$ cat src/rtl/uart_tx.sv
`default_nettype none
// ============================================================================
// Module   : uart_tx
// Brief    : 8N1 UART transmitter with a small valid/ready input FIFO.
//            Queued bytes are sent as back-to-back frames with no idle gap.
// Revision : 1.0 - initial release
// ============================================================================
module uart_tx #(
    parameter int CLOCKS_PER_BIT = 16,
    parameter int FIFO_DEPTH     = 4
) (
    input  logic                          clock,
    input  logic                          reset,
    input  logic [7:0]                    data,
    input  logic                          send,
    output logic                          ready,
    output logic                          serial,
    output logic                          busy,
    output logic                          done,
    output logic [$clog2(FIFO_DEPTH):0]   pending
);

    localparam int c_cnt_w = (CLOCKS_PER_BIT > 2) ? $clog2(CLOCKS_PER_BIT) : 1;
    localparam int c_aw    = $clog2(FIFO_DEPTH);
    localparam logic [c_cnt_w-1:0] c_last = c_cnt_w'(CLOCKS_PER_BIT - 1);
    localparam logic [c_aw:0]      c_full = (c_aw + 1)'(FIFO_DEPTH);

    typedef enum logic [1:0] {
        S_IDLE  = 2'd0,
        S_START = 2'd1,
        S_DATA  = 2'd2,
        S_STOP  = 2'd3
    } state_t;

    state_t               r_state;
    logic [c_cnt_w-1:0]   r_clk_cnt;
    logic [2:0]           r_bit_cnt;
    logic [7:0]           r_shift;
    logic                 r_serial;
    logic [7:0]           r_mem [FIFO_DEPTH];
    logic [c_aw-1:0]      r_wr_ptr;
    logic [c_aw-1:0]      r_rd_ptr;
    logic [c_aw:0]        r_count;

    state_t               w_next_state;
    logic [c_cnt_w-1:0]   w_next_clk_cnt;
    logic [2:0]           w_next_bit_cnt;
    logic [7:0]           w_next_shift;
    logic                 w_next_serial;
    logic                 w_push;
    logic                 w_pop;
    logic                 w_bit_end;
    logic                 w_fifo_has_data;

    // Push is suppressed while full and while reset is held.
    assign ready           = (r_count != c_full);
    assign w_push          = send && ready && !reset;
    assign w_fifo_has_data = (r_count != '0);
    assign w_bit_end       = (r_clk_cnt == c_last);
    assign pending         = r_count;
    assign busy            = (r_state != S_IDLE);
    assign done            = (r_state == S_STOP) && w_bit_end;
    assign serial          = r_serial;

    // Next-state, counter, shift and line-level logic for the framing FSM.
    always_comb begin
        w_next_state   = r_state;
        w_next_clk_cnt = r_clk_cnt + c_cnt_w'(1);
        w_next_bit_cnt = r_bit_cnt;
        w_next_shift   = r_shift;
        w_pop          = 1'b0;
        case (r_state)
            S_IDLE: begin
                w_next_clk_cnt = '0;
                if (w_fifo_has_data) begin
                    w_pop        = 1'b1;
                    w_next_shift = r_mem[r_rd_ptr];
                    w_next_state = S_START;
                end
            end
            S_START: begin
                if (w_bit_end) begin
                    w_next_clk_cnt = '0;
                    w_next_bit_cnt = '0;
                    w_next_state   = S_DATA;
                end
            end
            S_DATA: begin
                if (w_bit_end) begin
                    w_next_clk_cnt = '0;
                    w_next_shift   = {1'b0, r_shift[7:1]};
                    if (r_bit_cnt == 3'd7) begin
                        w_next_state = S_STOP;
                    end else begin
                        w_next_bit_cnt = r_bit_cnt + 3'd1;
                    end
                end
            end
            default: begin
                if (w_bit_end) begin
                    w_next_clk_cnt = '0;
                    // Chain straight into the next frame when a byte is waiting.
                    if (w_fifo_has_data) begin
                        w_pop        = 1'b1;
                        w_next_shift = r_mem[r_rd_ptr];
                        w_next_state = S_START;
                    end else begin
                        w_next_state = S_IDLE;
                    end
                end
            end
        endcase
        // The line register is loaded with the level of the state being entered,
        // so serial changes exactly on bit boundaries.
        case (w_next_state)
            S_START: w_next_serial = 1'b0;
            S_DATA:  w_next_serial = w_next_shift[0];
            default: w_next_serial = 1'b1;
        endcase
    end

    // FSM state, counters, shift register and registered line output.
    always_ff @(posedge clock or posedge reset) begin
        if (reset) begin
            r_state   <= S_IDLE;
            r_clk_cnt <= '0;
            r_bit_cnt <= '0;
            r_shift   <= '0;
            r_serial  <= 1'b1;
        end else begin
            r_state   <= w_next_state;
            r_clk_cnt <= w_next_clk_cnt;
            r_bit_cnt <= w_next_bit_cnt;
            r_shift   <= w_next_shift;
            r_serial  <= w_next_serial;
        end
    end

    // FIFO pointers and occupancy; pointers wrap naturally at the power-of-two depth.
    always_ff @(posedge clock or posedge reset) begin
        if (reset) begin
            r_wr_ptr <= '0;
            r_rd_ptr <= '0;
            r_count  <= '0;
        end else begin
            if (w_push) begin
                r_wr_ptr <= r_wr_ptr + c_aw'(1);
            end
            if (w_pop) begin
                r_rd_ptr <= r_rd_ptr + c_aw'(1);
            end
            case ({w_push, w_pop})
                2'b10:   r_count <= r_count + (c_aw + 1)'(1);
                2'b01:   r_count <= r_count - (c_aw + 1)'(1);
                default: r_count <= r_count;
            endcase
        end
    end

    // FIFO storage; contents need no reset because the count gates every read.
    always_ff @(posedge clock) begin
        if (w_push) begin
            r_mem[r_wr_ptr] <= data;
        end
    end

endmodule
`default_nettype wire

$ cat config.mk
export PLATFORM = sky130hd
export DESIGN_NAME = uart_tx
export DESIGN_NICKNAME = d
export VERILOG_FILES = /design/src/rtl/uart_tx.sv
export SDC_FILE = /design/constraint.sdc
export NUM_CORES = 1
export LEC_CHECK = 0
export ABC_AREA = 1
export CORE_MARGIN = 3
export CORE_UTILIZATION = 52
export CTS_CLUSTER_DIAMETER = 80
export DETAILED_ROUTE_END_ITERATION = 7
export PLACE_DENSITY_LB_ADDON = 0.15
export RECOVER_POWER = 100
export SYNTH_ARGS = -nofsm -noshare
export SYNTH_HDL_FRONTEND = slang
export SYNTH_SLANG_ARGS = --single-unit
$ cat constraint.sdc
create_clock -name clock -period 2.2 [get_ports clock]
set_input_delay 0.66 -clock clock [delete_from_list [all_inputs] [get_ports clock]]
set_output_delay 0.66 -clock clock [all_outputs]
set_load 0.005 [all_outputs]
### Word level (Yosys, flattened, before mapping)

Memories as Yosys holds them, arrays and structs flattened.
Index checks and enable logic that the tools add are counted.

* flip-flop bits (word level): 25
* memory bits (writable): 32
* input port bits: 11
* output and inout port bits: 7
* logic and storage cells: 67
* memories: 1

Memories
* r_mem: words 4, bits a word 8, rd ports 1, clocked after Yosys merged registers in 0, wr ports 1, line 40 `logic [7:0] r_mem [FIFO_DEPTH];`

* add/subtract/negate cells: 6
* equal/unequal tests: 13
* mux-type cells: 24
* bitwise gates (word level): 1
* reduce and logical (&&, ||, !) cells: 13

Operators by type and width (number)
* 2-to-1 mux 8 bit: 3
* one-hot mux 8 bit (3 select lines): 1
* one-hot mux 3 bit (2 select lines): 2
* 2-to-1 mux 2 bit: 5
* 2-to-1 mux 3 bit: 3
* equality test 2 bit, second input constant: 4
* 2-to-1 mux 4 bit: 2
* nonzero test 2 bit: 4
* adder 3 x 1 -> 3 bit, second input constant: 2
* equality test 2 x 1 -> 1 bit, second input constant: 3
* != test 2 bit, second input constant: 3
* one-hot mux 2 bit (3 select lines): 1
* 2-to-1 mux 1 bit: 5
* adder 2 x 1 -> 2 bit, second input constant: 2
* adder 4 x 1 -> 4 bit, second input constant: 1
* equality test 4 bit, second input constant: 1
* one-hot mux 1 bit (2 select lines): 2
* AND reduction 4 bit: 1
* equality test 3 bit, second input constant: 1
* logical AND 1 bit: 3
* != test 3 bit, second input constant: 1
* AND reduction 3 bit: 1
* nonzero test 3 bit: 1
* subtractor 3 x 1 -> 3 bit, second input constant: 1
* 4 further kinds: 4

### Longest topological paths before layout

Gate-level depths: netlist of the first run.

* word-level depth: 6
* depth in mapped cells: 12
* gate-level depth less buffers: 11

### Least setup slack after synthesis of the first run

No wires, ideal clock.

* path kind: input port to flip-flop
* start: input reset
* end: register r_count[1], in the netlist pending[1]
* library setup time: 0.083 ns
* arrival: 2.443 ns
* required time: 2.117 ns
* slack: -0.326 ns
* stages on the path: 6
* buffers on the path: 0
* path through: inv_1 -> nand3_1 -> ha_1 -> inv_1 -> fa_1 -> o21ai_0

* longest elaborated chain between the ends: 4
* elaborated cells between the ends (all ways): 6
* those cells by class: eq/ne: 2; mux: 1; reduce/logical: 3

Ends and longest elaborated chain
* from (decl): line 13 `input logic reset,`
* zero test 1 bit (no source line) *
* logical AND 1 bit *: line 57 `assign w_push = send && ready && !reset;`
* equality test 2 x 1 -> 1 bit / equality test 2 bit (equally long branches): line 152 `case ({w_push, w_pop})`
* one-hot mux 3 bit (2 select lines) / nonzero test 2 bit (equally long branches)
* to (signal assigned): line 153 `2'b10: r_count <= r_count + (c_aw + 1)'(1);`
* to (signal assigned): line 154 `2'b01: r_count <= r_count - (c_aw + 1)'(1);`
* to (signal assigned): line 155 `default: r_count <= r_count;`
* to (decl): line 43 `logic [c_aw:0] r_count;`

Mark *: on every way between the ends. The rest lies on a longest branch, timed or not.
A chain may end at the register's enable or synchronous reset.

### Final worst setup path of the first run

* start: register r_state[0]
* end: output busy

* longest elaborated chain between the ends: 1

Ends and longest elaborated chain
* from (decl): line 35 `state_t r_state;`
* from (signal assigned): line 131 `r_state <= w_next_state;`
* nonzero test 2 bit: line 61 `assign busy = (r_state != S_IDLE);`
* to (decl): line 18 `output logic busy,`

Every way passes these cells.

==> out/qor.csv, run 1 <==
stage,metric,value,unit
run_status,run status,completed,
detailed_routing,DRC viols,0,
floorplan,Core ar.,4790,um2
logic_synthesis,Synth Cell Area,2590,um2
logic_synthesis,Post-synth ARST share,43.9,%
logic_synthesis,number of synthesized flops with an enable pin,32,
grt,GRT overflow,0,
flow_run,max-cap violations,0,
clocking,cts bufs inserted,9,
pwr,Max VDD drop,782,uV
pwr,Leak,1.32,nW
final_layout,area delta synth->final,20.2,%
sta,Clock Skew,0.00453,ns
detailed_routing,DR vias/cell,4.99,
floorplan,I/O pin cnt,18,
detailed_routing,Detailed Routing Iterations Pass 1,4,
setup_path,Worst EP required,1.54,ns
logic_synthesis,post-synth cell types,30,
floorplan,Starting Density,54.2,%
clocking,root buffer cell,clkbuf_8,
sta,final setup fails,0,
placement,Placed Instances,334,
clocking,CTS tree,done,
setup_path,crit path launch type,flip-flop,
setup_path,CP Max Fanout,6,
detailed_routing,per-cell routed wire length,13.0,um
setup_path,CP peak stage delay,0.50,ns
setup_path,data arrival time of the critical path,1.47,ns
detailed_routing,DRT Wirelength,4.57,mm
logic_synthesis,synth top area cells,"edfxtp_1, dfrtp_1, nand2_1",
final_layout,"commonest non-fill, non-tap cell in the layout",nand2_1,
logic_synthesis,Synth Area per Inst,10.5,um2
logic_synthesis,leading area contributor after synthesis,edfxtp_1,
detailed_routing,Routed Antenna Nets,0,
clocking,# hold bufs at CTS,0,
logic_synthesis,synthesis-stage register bit count,57,
sta,Worst Slack Setup Final,0.0669,ns
placement,hpwl dp,3.08,mm
grt,number of global-route vias before repair,1793,
hold_path,hold path endpoint,r_clk_cnt[0]$_DFF_PP0_,
final_layout,Layout Cells excl Fill,352,
grt,GRT Resource Usage Total,17.9,%
logic_synthesis,"Seq/Total Area, Yosys",61.2,%
clocking,worst skew pair latency,0.33,ns
floorplan,overall die area,5870,um2
sta,Final Critical Period,2.13,ns
placement,gp weighted congestion,0.788,
setup_path,CP Capture Type,output port,
logic_synthesis,Syn Inst Count,246,
placement,port bufs,17,
sta,Tightest Pin Transition,0.631,ns
sta,period utilization,97.0,%
logic_synthesis,syn_nets,266,
logic_synthesis,Synth top area share,37.0,%
setup_path,CP cell instances,"inv_2, nand2_4, clkdlybuf4s50_1",
setup_path,CP max-delay cell,clkdlybuf4s50_1,
setup_path,reg2reg start,pending[0]$_DFFE_PP0P_,
final_layout,share of layout cells above drive strength 1,14.0,%
hold_path,HP Class,reg2reg,
logic_synthesis,"Top FF cell, synth",edfxtp_1,
hold_path,min-delay src,r_clk_cnt[0]$_DFF_PP0_,
final_layout,Final Net Count,300,
setup_path,R2R Setup Slk,0.17,ns
floorplan,Die Width,76.6,um
floorplan,Die Ht,76.6,um
setup_path,CP Class,reg2out,
final_layout,Antenna Cells,0,
sta,Hold WS,0.470,ns
sta,RSZ-0062 raised after global routing,no,
grt,largest net degree at the start of global routing,26,
floorplan,num rows,25,
setup_path,Worst Path Buf+Inv,2,
sta,final hold viol count,0,
clocking,H-tree levels,3,
pwr,Power Density,919,nW/um2
logic_synthesis,Yosys warning count,0,
sta,max frequency,0.469,GHz
final_layout,end-of-flow core utilization,65.2,%
detailed_routing,DR vias,1755,
clocking,Worst-path clk slew,0.07,ns
clocking,Sink Count,57,
pwr,Design Power,2.87,mW
clocking,CTS Buffer Depth,2,
setup_path,r2r endpoint,pending[2]$_DFFE_PP0P_,
placement,pre-CTS setup slack,-0.141,ns
final_layout,design area,3120,um2
grt,initial antenna violation count,0,
grt,first-pass GRT wire length,8.08,mm
setup_path,Register-to-Register Path Depth,11,
hold_path,hold path depth,1,
final_layout,"commonest cells after routing, fill and taps aside","nand2_1, nor2_1, edfxtp_1",
placement,DP Area,2920,um2
sta,setup TNS,0,ns
sta,Rel. slew slack,57.9,%
setup_path,Crit path max-delay family,buffers and inverters,
sta,Final Slew Violations,0,
detailed_routing,First DRT Iteration DRCs,84,
==> where the power goes <==
part           switching (mW)  internal [mW]
combinational           0.225          0.158
sequential             0.0544           1.24
clock                   0.433          0.752
total                   0.713           2.15
==> timing repair <==
item,in CTS,in global routing
buffers inserted,2,0
pin swaps,2,0
gates resized for setup,3,3
endpoints found under the setup margin,2,2
gates cloned,0,0
==> synthesized netlist by cell type, drive strengths merged (2+ instances only) <==
| cell type | number |
|---|---|
| inv | 20 |
| buf | 4 |
| edfxtp | 32 |
| xnor2 | 2 |
| dfrtp | 24 |
| nand2 | 53 |
| ha | 8 |
| o21ai | 31 |
| a21oi | 5 |
| nor2 | 41 |
| clkbuf | 2 |
| nand3 | 14 |
| xor2 | 4 |
==> registers in the layout, summed over array words and instances (netlist names) <==
name,count
r_clk_cnt,4
pending,3
serial,1
r_wr_ptr,2
r_state,2
r_bit_cnt,3
r_mem,32
r_shift,8
r_rd_ptr,2
==> logic make-up (layout without fill, tap and decap cells) <==
group / count (synthesis) / in the layout / synth area share (%)
simple gates: 109 / 109 / 19.6
xor+xnor: 6 / 6 / 2.03
buf+inv: 26 / 65 / 4.29
flops: 57 / 57 / 61.2
fa+ha+maj: 9 / 9 / 4.63
compound gates: 39 / 39 / 8.25
==> layout make-up <==
| class | count | area [um2] |
|---|---|---|
| clock buffer | 9 | 124 |
| clock inverter | 7 | 118 |
| fill | 378 | 1670 |
| inverter | 20 | 78.8 |
| multi-input combinational | 163 | 891 |
| sequential | 57 | 1590 |
| tap | 67 | 83.8 |
| timing repair buffer | 29 | 234 |
==> worst register-to-register path, stage by stage (launching register included) <==
cell and delay (ns):
dfrtp_1 0.41, nor2_1 0.07, clkbuf_1 0.11, nand2_1 0.17, inv_4 0.08, nor2_8 0.20
ha_4 0.16, inv_2 0.04, fa_2 0.33, a21oi_1 0.12, o21ai_1 0.08, xor2_1 0.14
==> how the worst max path moves through the flow <==
stage | depth (start not counted) | startpoint | end
2_1_floorplan | 8 | reset | pending[2]$_DFFE_PP0P_
3_3_place_gp | 9 | reset | pending[2]$_DFFE_PP0P_
3_5_place_dp | 9 | reset | pending[2]$_DFFE_PP0P_
4_1_cts | 3 | r_state[0]$_DFF_PP0_ | busy
5_1_grt | 3 | r_state[0]$_DFF_PP0_ | busy
6_report | 3 | r_state[0]$_DFF_PP0_ | busy
==> routing by layer <==
metal  share of wire (%)  vias up  wire length, um  GRT usage (%)
met3                 3.3        7              151           4.26
met4                 1.2        0               56           7.61
met5                   0        -                0              0
met1                  45      837             2060           21.1
li1                    -      884                -              -
met2                  50       27             2300           31.3
No activity file was read; power rests on OpenSTA's default activity.
==> run 2, diff against run 1 <==
--- a/config.mk
+++ b/config.mk
@@ -5,7 +5,6 @@
 export SDC_FILE = /design/constraint.sdc
 export NUM_CORES = 1
 export LEC_CHECK = 0
-export ABC_AREA = 1
 export CORE_MARGIN = 3
 export CORE_UTILIZATION = 52
 export CTS_CLUSTER_DIAMETER = 80
==> out/qor.csv, run 2 <==
stage,metric,value,unit
run_status,run status,completed,
logic_synthesis,synthesis-stage register bit count,57,
setup_path,CP Max Fanout,2,
sta,final setup fails,0,
floorplan,overall die area,5840,um2
logic_synthesis,Synth Area in Adders,4.66,%
final_layout,Top Registers,"r_mem: 32 flops, r_shift: 8 flops, r_clk_cnt: 4 flops",
clocking,Sink Count,57,
sta,Rel. slew slack,56.4,%
logic_synthesis,leading area contributor after synthesis,edfxtp_1,
sta,period utilization,97.1,%
clocking,CTS tree,done,
sta,final hold viol count,0,
final_layout,Final Net Count,241,
placement,Placed Instances,269,
sta,max frequency,0.468,GHz
final_layout,Layout Cells excl Fill,291,
floorplan,Die Width,76.4,um
pwr,Gate power share,17.3,%
final_layout,area delta synth->final,26.3,%
logic_synthesis,synth top area cells,"edfxtp_1, dfrtp_1, mux4_2",
logic_synthesis,Yosys warning count,0,
logic_synthesis,post-synth cell types,43,
detailed_routing,DR vias,1604,
detailed_routing,per-cell routed wire length,16.4,um
setup_path,CP Capture Type,flip-flop,
sta,Final Slew Violations,0,
floorplan,I/O pin cnt,18,
clocking,Worst-path clk slew,0.06,ns
pwr,Int Pwr,2.14,mW
logic_synthesis,compound-cell area share of the yosys netlist,7.18,%
detailed_routing,Routed Antenna Nets,0,
pwr,Design Power,2.85,mW
flow_run,max-cap violations,0,
clocking,worst skew pair latency,0.33,ns
logic_synthesis,XOR/XNOR share of the synthesized area,3.06,%
sta,Final Critical Period,2.14,ns
logic_synthesis,cell with the most instances after synthesis,edfxtp_1,
placement,hpwl dp,3.32,mm
detailed_routing,DRC viols,0,
logic_synthesis,Synth Cell Area,2580,um2
placement,DP Area,2990,um2
pwr,Leak,1.25,nW
pwr,Power Density,876,nW/um2
placement,pre-CTS setup slack,-0.273,ns
logic_synthesis,Synth Area per Inst,14.5,um2
pwr,Max VDD drop,794,uV
final_layout,Antenna Cells,0,
setup_path,CP Class,in2reg,
floorplan,num rows,24,
clocking,cts bufs inserted,9,
detailed_routing,First DRT Iteration DRCs,134,
placement,gp weighted congestion,0.812,
sta,Hold WS,0.483,ns
logic_synthesis,Syn Inst Count,178,
sta,Worst Slack Setup Final,0.0642,ns
clocking,root buffer cell,clkbuf_8,
logic_synthesis,Post-synth ARST share,43.9,%
setup_path,data arrival time of the critical path,2.39,ns
final_layout,end-of-flow core utilization,71.4,%
grt,number of global-route vias before repair,1667,
sta,Clock Skew,0.00683,ns
final_layout,Biggest register,r_mem,
grt,GRT Resource Usage Total,18.6,%
sta,Tightest Pin Transition,0.653,ns
logic_synthesis,"Top FF cell, synth",edfxtp_1,
final_layout,design area,3260,um2
placement,port bufs,17,
sta,setup TNS,0,ns
final_layout,"commonest non-fill, non-tap cell in the layout",edfxtp_1,
detailed_routing,DR vias/cell,5.51,
floorplan,Core ar.,4560,um2
logic_synthesis,Synth top area share,37.3,%
grt,largest net degree at the start of global routing,26,
clocking,H-tree levels,3,
hold_path,HP Class,reg2reg,
pwr,Seq pwr share,46.5,%
pwr,power share of the clock group,36.2,%
floorplan,Starting Density,56.5,%
detailed_routing,DRT Wirelength,4.77,mm
logic_synthesis,post-synthesis mux area share,8.59,%
final_layout,max reg flops,32,
grt,first-pass GRT wire length,8.33,mm
clocking,# hold bufs at CTS,0,
logic_synthesis,number of synthesized flops with an enable pin,32,
final_layout,share of layout cells above drive strength 1,28.3,%
logic_synthesis,Synth Area in Simple Gates,11.7,%
logic_synthesis,combinational family with the most area after synthesis,simple AND/OR/NAND/NOR gates,
grt,initial antenna violation count,0,
logic_synthesis,"top cells by count, synth","edfxtp_1, dfrtp_1, inv_1",
logic_synthesis,"Seq/Total Area, Yosys",61.6,%
pwr,Switching Share,24.9,%
setup_path,crit path launch type,primary input,
floorplan,Die Ht,76.4,um
pwr,NetSw,711,uW
setup_path,Worst EP required,2.46,ns
detailed_routing,Detailed Routing Iterations Pass 1,4,
clocking,CTS Buffer Depth,2,
grt,GRT overflow,0,
final_layout,"commonest cells after routing, fill and taps aside","edfxtp_1, dfrtp_1, buf_4",
logic_synthesis,syn_nets,198,
==> run 2: cells by family (layout without fill, tap and decap cells) <==
kind of cell               count (synthesis)  after routing
muxes                                     12             12
buffers and inverters                     18             66
xor gates and xnor gates                   9              9
adders and majority gates                  9              9
DFF                                       57             57
and+or+nand+nor                           48             48
AOI/OAI and AO/OA                         25             25
==> run 2: what timing repair did <==
item,4_1_cts,5_1_grt
setup endpoints to repair,2,4
hold endpoints to repair,0,0
resized for setup,7,5
buffers inserted,0,6
pin swaps,0,3
==> run 2: final timing paths <==
check,slack (ns),endpoint,startpoint,cells past startpoint
max,0.06,pending[2]$_DFFE_PP0P_,reset,10
min,0.48,r_clk_cnt[0]$_DFF_PP0_,r_clk_cnt[0]$_DFF_PP0_,1
max reg2reg,0.08,pending[2]$_DFFE_PP0P_,r_clk_cnt[0]$_DFF_PP0_,11
min reg2reg,0.48,r_clk_cnt[0]$_DFF_PP0_,r_clk_cnt[0]$_DFF_PP0_,1
max in group asynchronous,0.85,pending[0]$_DFFE_PP0P_,reset,3
min in group asynchronous,0.89,pending[2]$_DFFE_PP0P_,reset,3
==> run 2: power by group through the flow <==
| stage | clock network, mW | logic (mW) | registers [mW] |
|---|---|---|---|
| final | 1.03 | 0.493 | 1.33 |
| after global routing | 1.13 | 0.547 | 1.34 |
| after CTS | 1.05 | 0.465 | 1.34 |
| after detailed placement | 0 | 0.463 | 1.36 |
| after global placement | 0 | 0.439 | 1.34 |
| after floorplan | 0 | 0.253 | 1.34 |
==> run 2: area by class of cell <==
cell class	instances	area, um2
flip-flops and latches	57	1590
well taps	65	81.3
fillers	318	1310
repair buffers	40	392
inverters	10	43.8
clock buffers	10	128
clock inverters	6	82.6
multi-input cells	103	940
==> run 2: layer usage <==
layer	global-route usage [%]	wire length, um
met2	29.9	2360
met4	9.96	119
met1	23.0	2120
met3	5.08	167
met5	0	0
==> run 2: worst max-delay path, stage by stage <==
cell and delay (ns):
clkdlybuf4s50_1 0.50, clkinvlp_4 0.11, and3_4 0.17, inv_4 0.05
ha_4 0.12, inv_2 0.04, fa_2 0.34, xor2_1 0.15
nor2_1 0.11, xor2_1 0.15
